### src/rtl/reg_scoreboard.sv
// Per-register pending-write scoreboard for the ID stage: counts in-flight writes
// per architectural register and flags RAW hazards on source operands.

module reg_scoreboard_cell #(
   parameter int CNT_W = 2
) (
   input  logic             clk,
   input  logic             rst_n,
   input  logic             inc,
   input  logic             wb_dec,
   input  logic             sq_dec,
   output logic [CNT_W-1:0] cnt,
   output logic             ovf,
   output logic             unf
);
   localparam logic [CNT_W:0] MAX = {1'b0, {CNT_W{1'b1}}};

   logic [CNT_W:0]   up;
   logic [CNT_W:0]   dec;
   logic [CNT_W:0]   res;
   logic [CNT_W-1:0] nxt;

   // One extra bit of headroom so saturation and underflow are detectable.
   assign up  = {1'b0, cnt} + (CNT_W+1)'(inc);
   assign dec = (CNT_W+1)'(wb_dec) + (CNT_W+1)'(sq_dec);

   always_comb begin
      nxt = cnt;
      ovf = 1'b0;
      unf = 1'b0;
      res = '0;
      if (up < dec) begin
         nxt = '0;
         unf = 1'b1;
      end else begin
         res = up - dec;
         if (res > MAX) begin
            nxt = MAX[CNT_W-1:0];
            ovf = 1'b1;
         end else begin
            nxt = res[CNT_W-1:0];
         end
      end
   end

   always_ff @(posedge clk or negedge rst_n) begin
      if (!rst_n) cnt <= '0;
      else        cnt <= nxt;
   end
endmodule

module reg_scoreboard #(
   parameter int NUM_REGS = 16,
   parameter int ADDR_W   = 4,
   parameter int CNT_W    = 2
) (
   input  logic              clk,
   input  logic              rst_n,
   input  logic              issue_valid,
   input  logic [ADDR_W-1:0] issue_rd,
   input  logic              wb_valid,
   input  logic [ADDR_W-1:0] wb_rd,
   input  logic              squash_valid,
   input  logic [ADDR_W-1:0] squash_rd,
   input  logic              id_valid,
   input  logic              src1_use,
   input  logic              src2_use,
   input  logic [ADDR_W-1:0] src1_addr,
   input  logic [ADDR_W-1:0] src2_addr,
   output logic              src1_busy,
   output logic              src2_busy,
   output logic              stall,
   output logic              pending_any,
   output logic              ovf_err,
   output logic              unf_err
);
   logic [NUM_REGS-1:0][CNT_W-1:0] cnt;
   logic [NUM_REGS-1:0]            ovf_vec;
   logic [NUM_REGS-1:0]            unf_vec;

   // Register 0 is hardwired zero: no counter, never busy, never errors.
   assign cnt[0]     = '0;
   assign ovf_vec[0] = 1'b0;
   assign unf_vec[0] = 1'b0;

   for (genvar r = 1; r < NUM_REGS; r++) begin : g_reg
      reg_scoreboard_cell #(.CNT_W(CNT_W)) u_cell (
         .clk    (clk),
         .rst_n  (rst_n),
         .inc    (issue_valid  && (issue_rd  == ADDR_W'(r))),
         .wb_dec (wb_valid     && (wb_rd     == ADDR_W'(r))),
         .sq_dec (squash_valid && (squash_rd == ADDR_W'(r))),
         .cnt    (cnt[r]),
         .ovf    (ovf_vec[r]),
         .unf    (unf_vec[r])
      );
   end

   always_ff @(posedge clk or negedge rst_n) begin
      if (!rst_n) begin
         ovf_err <= 1'b0;
         unf_err <= 1'b0;
      end else begin
         ovf_err <= ovf_err | (|ovf_vec);
         unf_err <= unf_err | (|unf_vec);
      end
   end

   logic [CNT_W-1:0] c1, c2;
   logic             wbhit1, wbhit2;

   assign c1     = cnt[src1_addr];
   assign c2     = cnt[src2_addr];
   assign wbhit1 = wb_valid && (wb_rd == src1_addr);
   assign wbhit2 = wb_valid && (wb_rd == src2_addr);

   // A writeback landing this cycle is bypassed through the RF, so it retires
   // its pending write early; rst_n gating keeps busy low while in reset.
   assign src1_busy = rst_n && src1_use && (src1_addr != '0) && (c1 != CNT_W'(wbhit1));
   assign src2_busy = rst_n && src2_use && (src2_addr != '0) && (c2 != CNT_W'(wbhit2));

   assign stall       = id_valid && (src1_busy || src2_busy);
   assign pending_any = |cnt;
endmodule

### config.mk
export PLATFORM = sky130hd
export DESIGN_NAME = reg_scoreboard
export DESIGN_NICKNAME = d
export VERILOG_FILES = /design/src/rtl/reg_scoreboard.sv
export SDC_FILE = /design/constraint.sdc
export NUM_CORES = 1
export LEC_CHECK = 0
export CAP_MARGIN = 25
export CORE_UTILIZATION = 60
export CTS_BUF_LIST = sky130_fd_sc_hd__clkbuf_8
export CTS_CLUSTER_SIZE = 10
export DETAILED_ROUTE_END_ITERATION = 16
export HOLD_SLACK_MARGIN = 0.12
export PLACE_DENSITY = 0.82
export REMOVE_ABC_BUFFERS = 1
export SETUP_SLACK_MARGIN = 0.05
export SYNTH_ARGS = -nofsm -noshare
export SYNTH_HDL_FRONTEND = slang
export SYNTH_SLANG_ARGS = --single-unit
### constraint.sdc
create_clock -name clk -period 3.15 [get_ports clk]
set_clock_uncertainty 0.15 [all_clocks]
set_input_delay 0.315 -clock clk [delete_from_list [all_inputs] [get_ports clk]]
set_output_delay 0.315 -clock clk [all_outputs]
set_load 0.05 [all_outputs]
# Yosys cells after proc, flatten, opt, wreduce, memory -nomap -nowiden
# Index checks and enable logic that the tools add are counted.
# word_totals
wordCells	284
ff_bits	32
# classes
n_bitwise	2
reduce_logical	60
order_cmp	32
n_eq_ne	49
n_mux	79
addsub	45
# op_table
operator	n
equality test 4 bit (second input constant)	24
two-way mux 2 bit	32
logical AND 1 bit	54
equality test 4 x 3 -> 1 bit (second input constant)	12
adder 2 x 1 -> 3 bit	15
> comparator 3 x 2 -> 1 bit (second input constant)	15
less-than comparator 3 bit	15
two-way mux 1 bit	45
subtractor 3 bit	15
adder 1 x 1 -> 2 bit	15
OR reduction 15 bit	2
OR reduction 30 bit	1
equality test 4 x 2 -> 1 bit (second input constant)	6
binary-select mux 2 bit (select 4 bit)	2
equality test 4 x 1 -> 1 bit (second input constant)	3
less-than comparator 4 x 5 -> 1 bit (second input constant)	2
equality test 4 bit	2
nonzero test 4 bit	2
inequality test 2 x 1 -> 1 bit	2
OR 1 bit	2
logical OR 1 bit	1

# Logic depth before layout (Yosys ltp)
# Gate-level depths: netlist of run 1.
# logic_depth
depth_word	9
depth_mapped	11
ltp_nobuf	11

# Cells and area by module
# Synthesis of run 1 repeated with hierarchy kept, for this count alone.
# unflattened
cells_unflattened	483
hier_area_um2	4623.2
# modules_own_cells
module	seq_area_each_um2	cells_per_inst	area_each_um2	n_inst
reg_scoreboard_cell at g_reg[11].u_cell ...	50.0	21	225.2	14
reg_scoreboard	50.0	167	1227.4	1
reg_scoreboard_cell at g_reg[10].u_cell	50.0	22	242.7	1

# Worst setup path before layout of run 1
# Ideal clock, no wire load.
# synth_path
path_kind	input -> register
start	input issue_rd[2]
end	register ovf_err
path_stages	9
slack_ns	-0.036
required_time_ns	2.861
arrival_time_ns	2.898
cell_sequence	or3b_2 -> nor2_1 -> ha_1 -> ha_1 -> fa_1 -> xor2_1 -> nor2_1 -> or4_1 -> or4_1
# synth_via
elab_chain_len	9
# synth_lines
element	line	rtl
start, declared	60	input logic [ADDR_W-1:0] issue_rd,
equality test 4 x 1 -> 1 bit, or another cell as far along	90	.inc (issue_valid && (issue_rd == ADDR_W'(r))),
logical AND 1 bit	90	
adder 2 x 1 -> 3 bit	24	assign up = {1'b0, cnt} + (CNT_W+1)'(inc);
subtractor 3 bit	36	res = up - dec;
> comparator 3 x 2 -> 1 bit	37	if (res > MAX) begin
two-way mux 1 bit	37	
two-way mux 1 bit	32	if (up < dec) begin
OR reduction 15 bit (*)	104	ovf_err <= ovf_err | (|ovf_vec);
OR 1 bit (*)	104	
end signal, assigned	104	
end, declared	74	output logic ovf_err,
# Every way passes the cells marked *; elsewhere a longest branch is shown, timed or not.

# Worst setup path after layout of run 1
# layout_path
start	input issue_rd[1]
end	register ovf_err
# Same word-level chain as after synthesis.

==> results of run 1 <==
timing repair:
action                     CTS  global route
buffers inserted             7             3
gates resized for setup     61            18
hold buffers                 0             0
pin swaps                   13            14
gates cloned                 0             0
setup endpoints to repair    2             4
per-layer routing:
layer / vias to the layer above / share of wire, % / global-route usage, %
met5: - / 0 / 0
met4: 0 / 6.4 / 24.0
met3: 79 / 8.2 / 9.05
met2: 277 / 48 / 69.9
met1: 1969 / 38 / 48.4
li1: 1803 / - / -
tightest hold or removal path: stages (launching register included):
cell and delay [ns]:
sky130_fd_sc_hd__dfrtp_1 0.36, sky130_fd_sc_hd__nor4_1 0.06, sky130_fd_sc_hd__nand4_1 0.08
state kept, by name (all words and copies together), names as in the netlist:
| signal | flops |
|---|---|
| unf_err | 1 |
| g.u_cell.cnt | 30 |
| ovf_err | 1 |
area by class of cell:
class / count / area share (%)
flip-flops and latches: 32 / 14.6
clock buffers: 5 / 1.25
repair buffers: 132 / 20.2
clock inverters: 2 / 0.228
multi-input cells: 334 / 57.5
inverters: 65 / 4.44
well taps: 77 / 1.76
cell usage in the layout, fill, tap and decap left out, types with 3 or more instances in the layout:
cell,netlist,final
sky130_fd_sc_hd__mux4_2,6,6
sky130_fd_sc_hd__buf_4,2,96
sky130_fd_sc_hd__inv_2,0,3
sky130_fd_sc_hd__a21oi_1,42,41
sky130_fd_sc_hd__nor4_1,10,9
sky130_fd_sc_hd__a31oi_1,8,7
sky130_fd_sc_hd__or4_1,3,3
sky130_fd_sc_hd__inv_1,65,62
sky130_fd_sc_hd__or3b_4,0,3
sky130_fd_sc_hd__buf_12,0,4
sky130_fd_sc_hd__nor3b_1,4,4
sky130_fd_sc_hd__ha_2,0,3
sky130_fd_sc_hd__nor3_2,0,4
sky130_fd_sc_hd__a221oi_1,6,6
sky130_fd_sc_hd__nand2_1,7,6
sky130_fd_sc_hd__xor2_2,0,4
sky130_fd_sc_hd__nand4_1,3,3
sky130_fd_sc_hd__buf_6,2,4
sky130_fd_sc_hd__ha_1,60,56
sky130_fd_sc_hd__nor2_2,0,8
sky130_fd_sc_hd__nand2b_1,6,5
sky130_fd_sc_hd__nor2_1,45,36
sky130_fd_sc_hd__fa_2,0,3
sky130_fd_sc_hd__fa_1,30,27
sky130_fd_sc_hd__mux2_2,4,4
sky130_fd_sc_hd__dfrtp_1,32,32
sky130_fd_sc_hd__nand3_1,6,3
sky130_fd_sc_hd__xor2_1,23,19
sky130_fd_sc_hd__clkbuf_8,1,5
sky130_fd_sc_hd__nor3_1,17,12
sky130_fd_sc_hd__nand3b_1,6,6
sky130_fd_sc_hd__mux2i_1,18,18
sky130_fd_sc_hd__clkdlybuf4s50_1,0,14
sky130_fd_sc_hd__nand3_2,0,3
sky130_fd_sc_hd__o22ai_1,5,4
sky130_fd_sc_hd__dlygate4sd2_1,0,8
power by group through the flow:
stage                     Clock (W)  Sequential, W  Combinational, W
after floorplan                   0       0.000809           0.00104
after global placement            0       0.000944           0.00159
after detailed placement          0       0.000971           0.00169
after CTS                  0.000332       0.000965           0.00173
after global routing       0.000344        0.00102           0.00205
final                      0.000334        0.00100           0.00186
worst min path at each step:
stage                      startpoint                                end  cells past startpoint
floorplan                       rst_n  g_reg[10].u_cell.cnt[0]$_DFF_PN0_                      0
global placement    unf_err$_DFF_PN0_                  unf_err$_DFF_PN0_                      2
detailed placement  unf_err$_DFF_PN0_                  unf_err$_DFF_PN0_                      2
CTS                 unf_err$_DFF_PN0_                  unf_err$_DFF_PN0_                      2
global route        unf_err$_DFF_PN0_                  unf_err$_DFF_PN0_                      2
finish              unf_err$_DFF_PN0_                  unf_err$_DFF_PN0_                      2
stage by stage:
step | cells | cell area, µm² | TNS (ns) | total power, W | util, %
2_1_floorplan | 431 | 4040 | -0.0365 | 0.00185 | -
3_3_place_gp | 630 | 5170 | -0.840 | 0.00253 | 80.1
3_5_place_dp | 630 | 5170 | -1.04 | 0.00266 | 80.1
4_1_cts | 644 | 5400 | 0 | 0.00303 | 83.6
5_1_grt | 647 | 5490 | -0.0553 | 0.00341 | 85.0
6_report | 647 | 5490 | 0 | 0.00319 | 85.0
kinds of logic after synthesis:
| family | count (synthesis) | share of synthesized area, % |
|---|---|---|
| compound gates | 73 | 10.9 |
| xor+xnor | 25 | 5.34 |
| fa+ha+maj | 90 | 33.0 |
| buf+inv | 73 | 7.48 |
| flops | 32 | 19.5 |
| mux | 28 | 8.79 |
| simple gates | 118 | 15.0 |
==> summary.txt, run 1 <==
Power and ir drop
  • Part of the power in registers: 31.3%
  • VDD IR max: 0.000540 V
  • Power per cell area: between 500 and 600 nW/µm²
  • Logic gate share of total power: 58.2%
  • Internal power component: 0.00167 W
  • Net switching power: 0.00152 W
  • Clock network power share: approximately a tenth
  • Switching share of power: a little under half
  • Total leakage power: 2.56 nW

CTS
  • Number of buffers created by CTS: 5
  • Maximum clock path buffer count: 2
  • Root Driver: sky130_fd_sc_hd__clkbuf_8
  • Number of clock sinks: 32
  • Clock edge transition at the registers on the reported setup and hold paths: 0.07 ns
  • # H-tree levels: 2
  • CTS tree: yes
  • Clk_lat worst skew: around 0.3 ns

Floorplanning
  • Die height: 84.6 µm
  • Starting utilization of the core area: 63.4%
  • Horiz. Die Dim: 84.6 µm
  • Core Rows: 29
  • Core box area: 6460 µm²
  • Area of the die: between 7000 and 8000 µm²
  • Number of top-level design ports: 34

Min path
  • Path category of the worst min-delay check: reg -> reg

Worst setup path
  • Delay of the slowest cell on the worst path: 0.51 ns
  • Buf+Inv Stages, Crit Path: 4
  • Logic depth of the worst setup path including buffers: 12
  • Reg-to-reg slack, setup: 0.13 ns
  • Destination of the worst register-to-register timing path: ovf_err$_DFF_PN0_
  • Critical path endpoint category: flip-flop
  • Critical path origin: issue_rd[1]
  • Data required time at the worst endpoint: 3.17 ns
  • Worst EP arrival: 3.15 ns
  • Dominant delay contributor by cell family on the critical path: simple AND/OR/NAND/NOR gates
  • Type of element launching the critical path: input pin
  • R2R cell count: 7
  • Slowest cell on the critical path: sky130_fd_sc_hd__or4_1
  • Capturing element of the worst setup path: ovf_err$_DFF_PN0_
  • Largest driver fanout on the critical path: 5
  • Cells traversed along the worst timing path: clkdlybuf4s15_1, buf_4, nor3_4, ha_4, inv_2, ha_2, inv_2, fa_2, xor2_2, o22ai_2, or4_1, or4_1
  • R2r startpoint: g_reg[15].u_cell.cnt[0]$_DFF_PN0_
  • Worst Path Class, Setup: in -> reg

Drt
  • Initial DRC count: 436
  • Number of vias after detailed routing: ~4100
  • Avg WL per Cell: 21.7 µm
  • Total wire length: ~14000 µm
  • Vias per std cell: 6.38
  • Final ANT Viol Nets: 0
  • First-pass detailed-route iteration total: 7
  • DRC violations left: 0

Outcome
  • Result of the run: completed

Global routing
  • Vias in the first global route: about 4400
  • Overflow after GRT: 0
  • Aggregate global-route resource usage: 41.3%
  • First-pass GRT wire length: 22300 µm
  • Pin count of the biggest net entering global routing: 33
  • Number of antenna violations at the first check in global routing: 0

Logic synthesis
  • Register area share after synthesis: 19.5%
  • Main flop type after synthesis: sky130_fd_sc_hd__dfrtp_1
  • Cell with the most instances after synthesis: sky130_fd_sc_hd__inv_1
  • Area share of the largest cell type after synthesis: 19.5%
  • Number of distinct library cells after synthesis: between 40 and 50
  • Ranking of synthesized cells by instance count: sky130_fd_sc_hd__inv_1, sky130_fd_sc_hd__ha_1, sky130_fd_sc_hd__nor2_1, sky130_fd_sc_hd__a21oi_1, sky130_fd_sc_hd__dfrtp_1
  • Async set or reset register ratio after synthesis: 100%
  • Cell taking the most area after synthesis: sky130_fd_sc_hd__dfrtp_1
  • Cells taking the most area after synthesis: sky130_fd_sc_hd__dfrtp_1, sky130_fd_sc_hd__ha_1, sky130_fd_sc_hd__fa_1
  • Mapped Cells: 439
  • Summed instance area of the synthesized netlist: 4100 µm²
  • Average size of a mapped cell: between 9 and 10 µm²
  • Synth Register Bits: 32
  • Number of enable flip-flop cells after synthesis: 0
  • Syn. warnings: 0

Layout
  • Layout overhead on the synthesized area: 34.0%
  • Count of inserted antenna diode cells: 0
  • Share of post-route cells with drive strength above 1: 29.8%
  • Number of filler instances in the final layout: 351
  • Storage cell area: 801 µm²
  • Area of the multi-input gates: 3160 µm²
  • Nets@finish: just under 700

Placement
  • Number of port buffers: 33
  • Global placement routability congestion: slightly below 1
  • Sum of net half-perimeters after detailed placement: 10300 µm
  • Worst slack at placement: -0.645 ns

Timing
  • Min Hold Slack: ~0.39 ns
  • Worst slew margin: ~67%
  • Post-route worst setup slack: between 0.015 and 0.02 ns
  • Number of max-slew violations in the final report: 0
  • Tmin final: 3.13 ns
  • Highest Clock Rate: 0.319 GHz
  • Worst slew pin tran: 0.493 ns
  • Hold Violations, Final: 0
  • Final Cycle Share: 99.4%
  • Final Setup Violations: 0
  • Setup repair after global routing missed its margin: true

Job
  • Max-capacitance violation count: 0
Power figures use the tool's default switching activity.
==> run 2: changes to the inputs <==
Settings changed: CORE_UTILIZATION 60 to 58, HOLD_SLACK_MARGIN 0.12 to not set, PLACE_DENSITY 0.82 to 0.8.
==> run 2 against run 1 <==
The run now ends with negative setup slack left; first-iteration DRC count up 36%; hold slack better by 0.012 ns; utilization down 1.1 points; register-to-register slack worse by 0.12 ns; sequential cell count unchanged; total power up 6.9%; global-route usage down 3.4 points; die area up 3.4%; sequential power about the same; non-clock buffer count down 1; wire length up 18%.
==> summary.txt, run 2 (same netlist as run 1, synthesis figures left out) <==
Outcome
  • Result of the run: complete, but fails checks (was completed)
  • Violations in the final reports: negative setup slack

Worst setup path
  • R2r startpoint: g_reg[8].u_cell.cnt[0]$_DFF_PN0_ (was g_reg[15].u_cell.cnt[0]$_DFF_PN0_)
  • Data required time at the worst endpoint: 3.16 ns (was 3.17 ns)
  • Worst EP arrival: 3.29 ns (was 3.15 ns)
  • Critical path endpoint category: flip-flop (unchanged)
  • Worst Path Class, Setup: in -> reg (unchanged)
  • R2R cell count: 9 (was 7)
  • Capturing element of the worst setup path: ovf_err$_DFF_PN0_ (unchanged)
  • Slowest cell on the critical path: sky130_fd_sc_hd__or4_1 (unchanged)
  • Most frequent cell on the critical path: sky130_fd_sc_hd__or4_1
  • Type of element launching the critical path: input pin (unchanged)
  • Critical path origin: issue_rd[2] (was issue_rd[1])
  • Destination of the worst register-to-register timing path: ovf_err$_DFF_PN0_ (unchanged)
  • Reg-to-reg slack, setup: 0.01 ns (was 0.13 ns)
  • Largest driver fanout on the critical path: 4 (was 5)
  • Cells traversed along the worst timing path: buf_8, nand3b_1, nor3_2, ha_1, inv_1, ha_2, inv_2, fa_2, xor2_2, o22ai_1, or4_1, or4_1 (was clkdlybuf4s15_1, buf_4, nor3_4, ha_4, inv_2, ha_2, inv_2, fa_2, xor2_2, o22ai_2, or4_1, or4_1)
  • Delay of the slowest cell on the worst path: 0.56 ns (was 0.51 ns)

CTS
  • Number of buffers created by CTS: 5 (unchanged)
  • Clk_lat worst skew: 0.30 ns (about the same)
  • # H-tree levels: 2 (unchanged)
  • Root Driver: sky130_fd_sc_hd__clkbuf_8 (unchanged)
  • Maximum clock path buffer count: 2 (unchanged)
  • Number of clock sinks: 32 (unchanged)
  • CTS tree: yes (unchanged)
  • Clock edge transition at the registers on the reported setup and hold paths: 0.07 ns (about the same)

Drt
  • Number of vias after detailed routing: 4523 (was 4128)
  • Total wire length: 16600 µm (was 14000 µm)
  • DRC violations left: 0 (unchanged)
  • First-pass detailed-route iteration total: 6 (was 7)
  • Avg WL per Cell: 24.9 µm (was 21.7 µm)
  • Final ANT Viol Nets: 0 (unchanged)
  • Initial DRC count: 595 (was 436)
  • Vias per std cell: 6.79 (was 6.38)

Power and ir drop
  • Clock network power share: 10.4% (was 10.5%)
  • Net switching power: 0.00167 W (was 0.00152 W)
  • Part of the power in registers: 30.0% (was 31.3%)
  • Power per cell area: 599 nW/µm² (was 582 nW/µm²)
  • Switching share of power: 48.9% (was 47.6%)
  • Internal power component: 0.00174 W (was 0.00167 W)
  • VDD IR max: 0.000409 V (was 0.000540 V)
  • Total leakage power: 2.61 nW (was 2.56 nW)
  • Logic gate share of total power: 59.7% (was 58.2%)

Global routing
  • First-pass GRT wire length: 20900 µm (was 22300 µm)
  • Pin count of the biggest net entering global routing: 33 (unchanged)
  • Vias in the first global route: 4329 (was 4417)
  • Overflow after GRT: 0 (unchanged)
  • Number of antenna violations at the first check in global routing: 0 (unchanged)
  • Aggregate global-route resource usage: 37.9% (was 41.3%)

Floorplanning
  • Number of top-level design ports: 34 (unchanged)
  • Starting utilization of the core area: 60.3% (was 63.4%)
  • Core Rows: 30 (was 29)
  • Die height: 86.1 µm (was 84.6 µm)
  • Area of the die: 7410 µm² (was 7160 µm²)
  • Horiz. Die Dim: 86.1 µm (was 84.6 µm)
  • Core box area: 6790 µm² (was 6460 µm²)

Layout
  • Nets@finish: 687 (was 688)
  • Number of filler instances in the final layout: 342 (was 351)
  • Register containing the most flip-flops in the final layout: g.u_cell.cnt (unchanged)
  • Storage cell area: 801 µm² (unchanged)
  • Layout overhead on the synthesized area: 39.1% (was 34.0%)
  • Finished Core Util: 83.9% (was 85.0%)
  • Commonest cells after routing, fill and taps aside: sky130_fd_sc_hd__buf_4, sky130_fd_sc_hd__inv_1, sky130_fd_sc_hd__ha_1 (unchanged)
  • Non-Filler Instances: 666 (was 647)
  • Largest registers: g.u_cell.cnt: 30 flops, ovf_err: 1 flops, unf_err: 1 flops (unchanged)
  • Area of the multi-input gates: 3310 µm² (was 3160 µm²)
  • Most common library cell in the layout ignoring fill and taps: sky130_fd_sc_hd__buf_4 (unchanged)
  • Share of post-route cells with drive strength above 1: 35.6% (was 29.8%)
  • Count of inserted antenna diode cells: 0 (unchanged)
  • Flip-flop count of the largest register after layout: 30 (unchanged)

Job
  • Max-capacitance violation count: 0 (unchanged)

Timing
  • Tmin final: 3.28 ns (was 3.13 ns)
  • Hold Violations, Final: 0 (unchanged)
  • Setup repair after global routing missed its margin: true (unchanged)
  • Min Hold Slack: 0.404 ns (was 0.391 ns)
  • Post-route worst setup slack: -0.127 ns (was 0.0188 ns)
  • Final Cycle Share: 104% (was 99.4%)
  • Worst slew pin tran: 0.522 ns (was 0.493 ns)
  • Number of max-slew violations in the final report: 0 (unchanged)
  • Worst slew margin: 64.9% (was 67.1%)
  • Highest Clock Rate: 0.305 GHz (was 0.319 GHz)
  • Final Setup Violations: 1 (was 0)

Placement
  • Placed Cells: 645 (was 630)
  • Number of port buffers: 33 (unchanged)
  • Sum of net half-perimeters after detailed placement: 10100 µm (was 10300 µm)
  • Global placement routability congestion: 0.932 (was 0.978)

Min path
  • Path category of the worst min-delay check: in -> async (was reg -> reg)
run 2: worst min path at each step:
stage	end	depth (start not counted)
floorplan	g_reg[10].u_cell.cnt[0]$_DFF_PN0_	0
global placement	unf_err$_DFF_PN0_	2
detailed placement	unf_err$_DFF_PN0_	2
CTS	g_reg[8].u_cell.cnt[1]$_DFF_PN0_	2
global route	g_reg[7].u_cell.cnt[1]$_DFF_PN0_	2
finish	g_reg[7].u_cell.cnt[1]$_DFF_PN0_	2
run 2: what timing repair did:
item	in CTS	in global routing
hold buffers	0	0
buffers inserted	2	11
resized for setup	32	94
pin swaps	9	36
endpoints found under the setup margin	1	3
run 2: metal layers:
layer,part of all wire [%],vias to the layer above,track usage [%]
met5,0,-,0
met4,9.3,0,28.9
met3,12,192,9.34
met2,46,437,60.2
met1,33,2104,44.0
li1,-,1790,-
run 2: stage by stage:
stage	worst slack, ns	total power, W	TNS (ns)	cell area (µm²)
after CTS	-0.180	0.00301	-0.180	5390
after detailed placement	-0.739	0.00264	-0.955	5180
after floorplan	-0.0365	0.00185	-0.0365	4040
final	-0.127	0.00341	-0.127	5700
after global placement	-0.547	0.00251	-0.656	5180
after global routing	-0.119	0.00358	-0.119	5700
run 2: critical path, delay by kind of cell:
family	cells	cell delay, ns
AOI/OAI and AO/OA	1	0.10
adders and majority gates	3	0.87
xor gates and xnor gates	1	0.21
and+or+nand+nor	4	1.57
buffers and inverters	3	0.22
run 2: power groups by stage:
stage	clock, W	sequential [W]	combinational (W)
5_1_grt	0.000360	0.00103	0.00219
3_5_place_dp	0	0.000958	0.00168
6_report	0.000354	0.00102	0.00204
4_1_cts	0.000344	0.000948	0.00172
3_3_place_gp	0	0.000931	0.00158
2_1_floorplan	0	0.000809	0.00104
run 2: area by class of cell:
cell class | instances | area share [%]
clock buffer | 6 | 1.45
multi-input combinational | 334 | 58.1
timing repair buffer | 131 | 19.8
clock inverter | 2 | 0.176
tap | 96 | 2.11
inverter | 65 | 4.32
sequential | 32 | 14.0
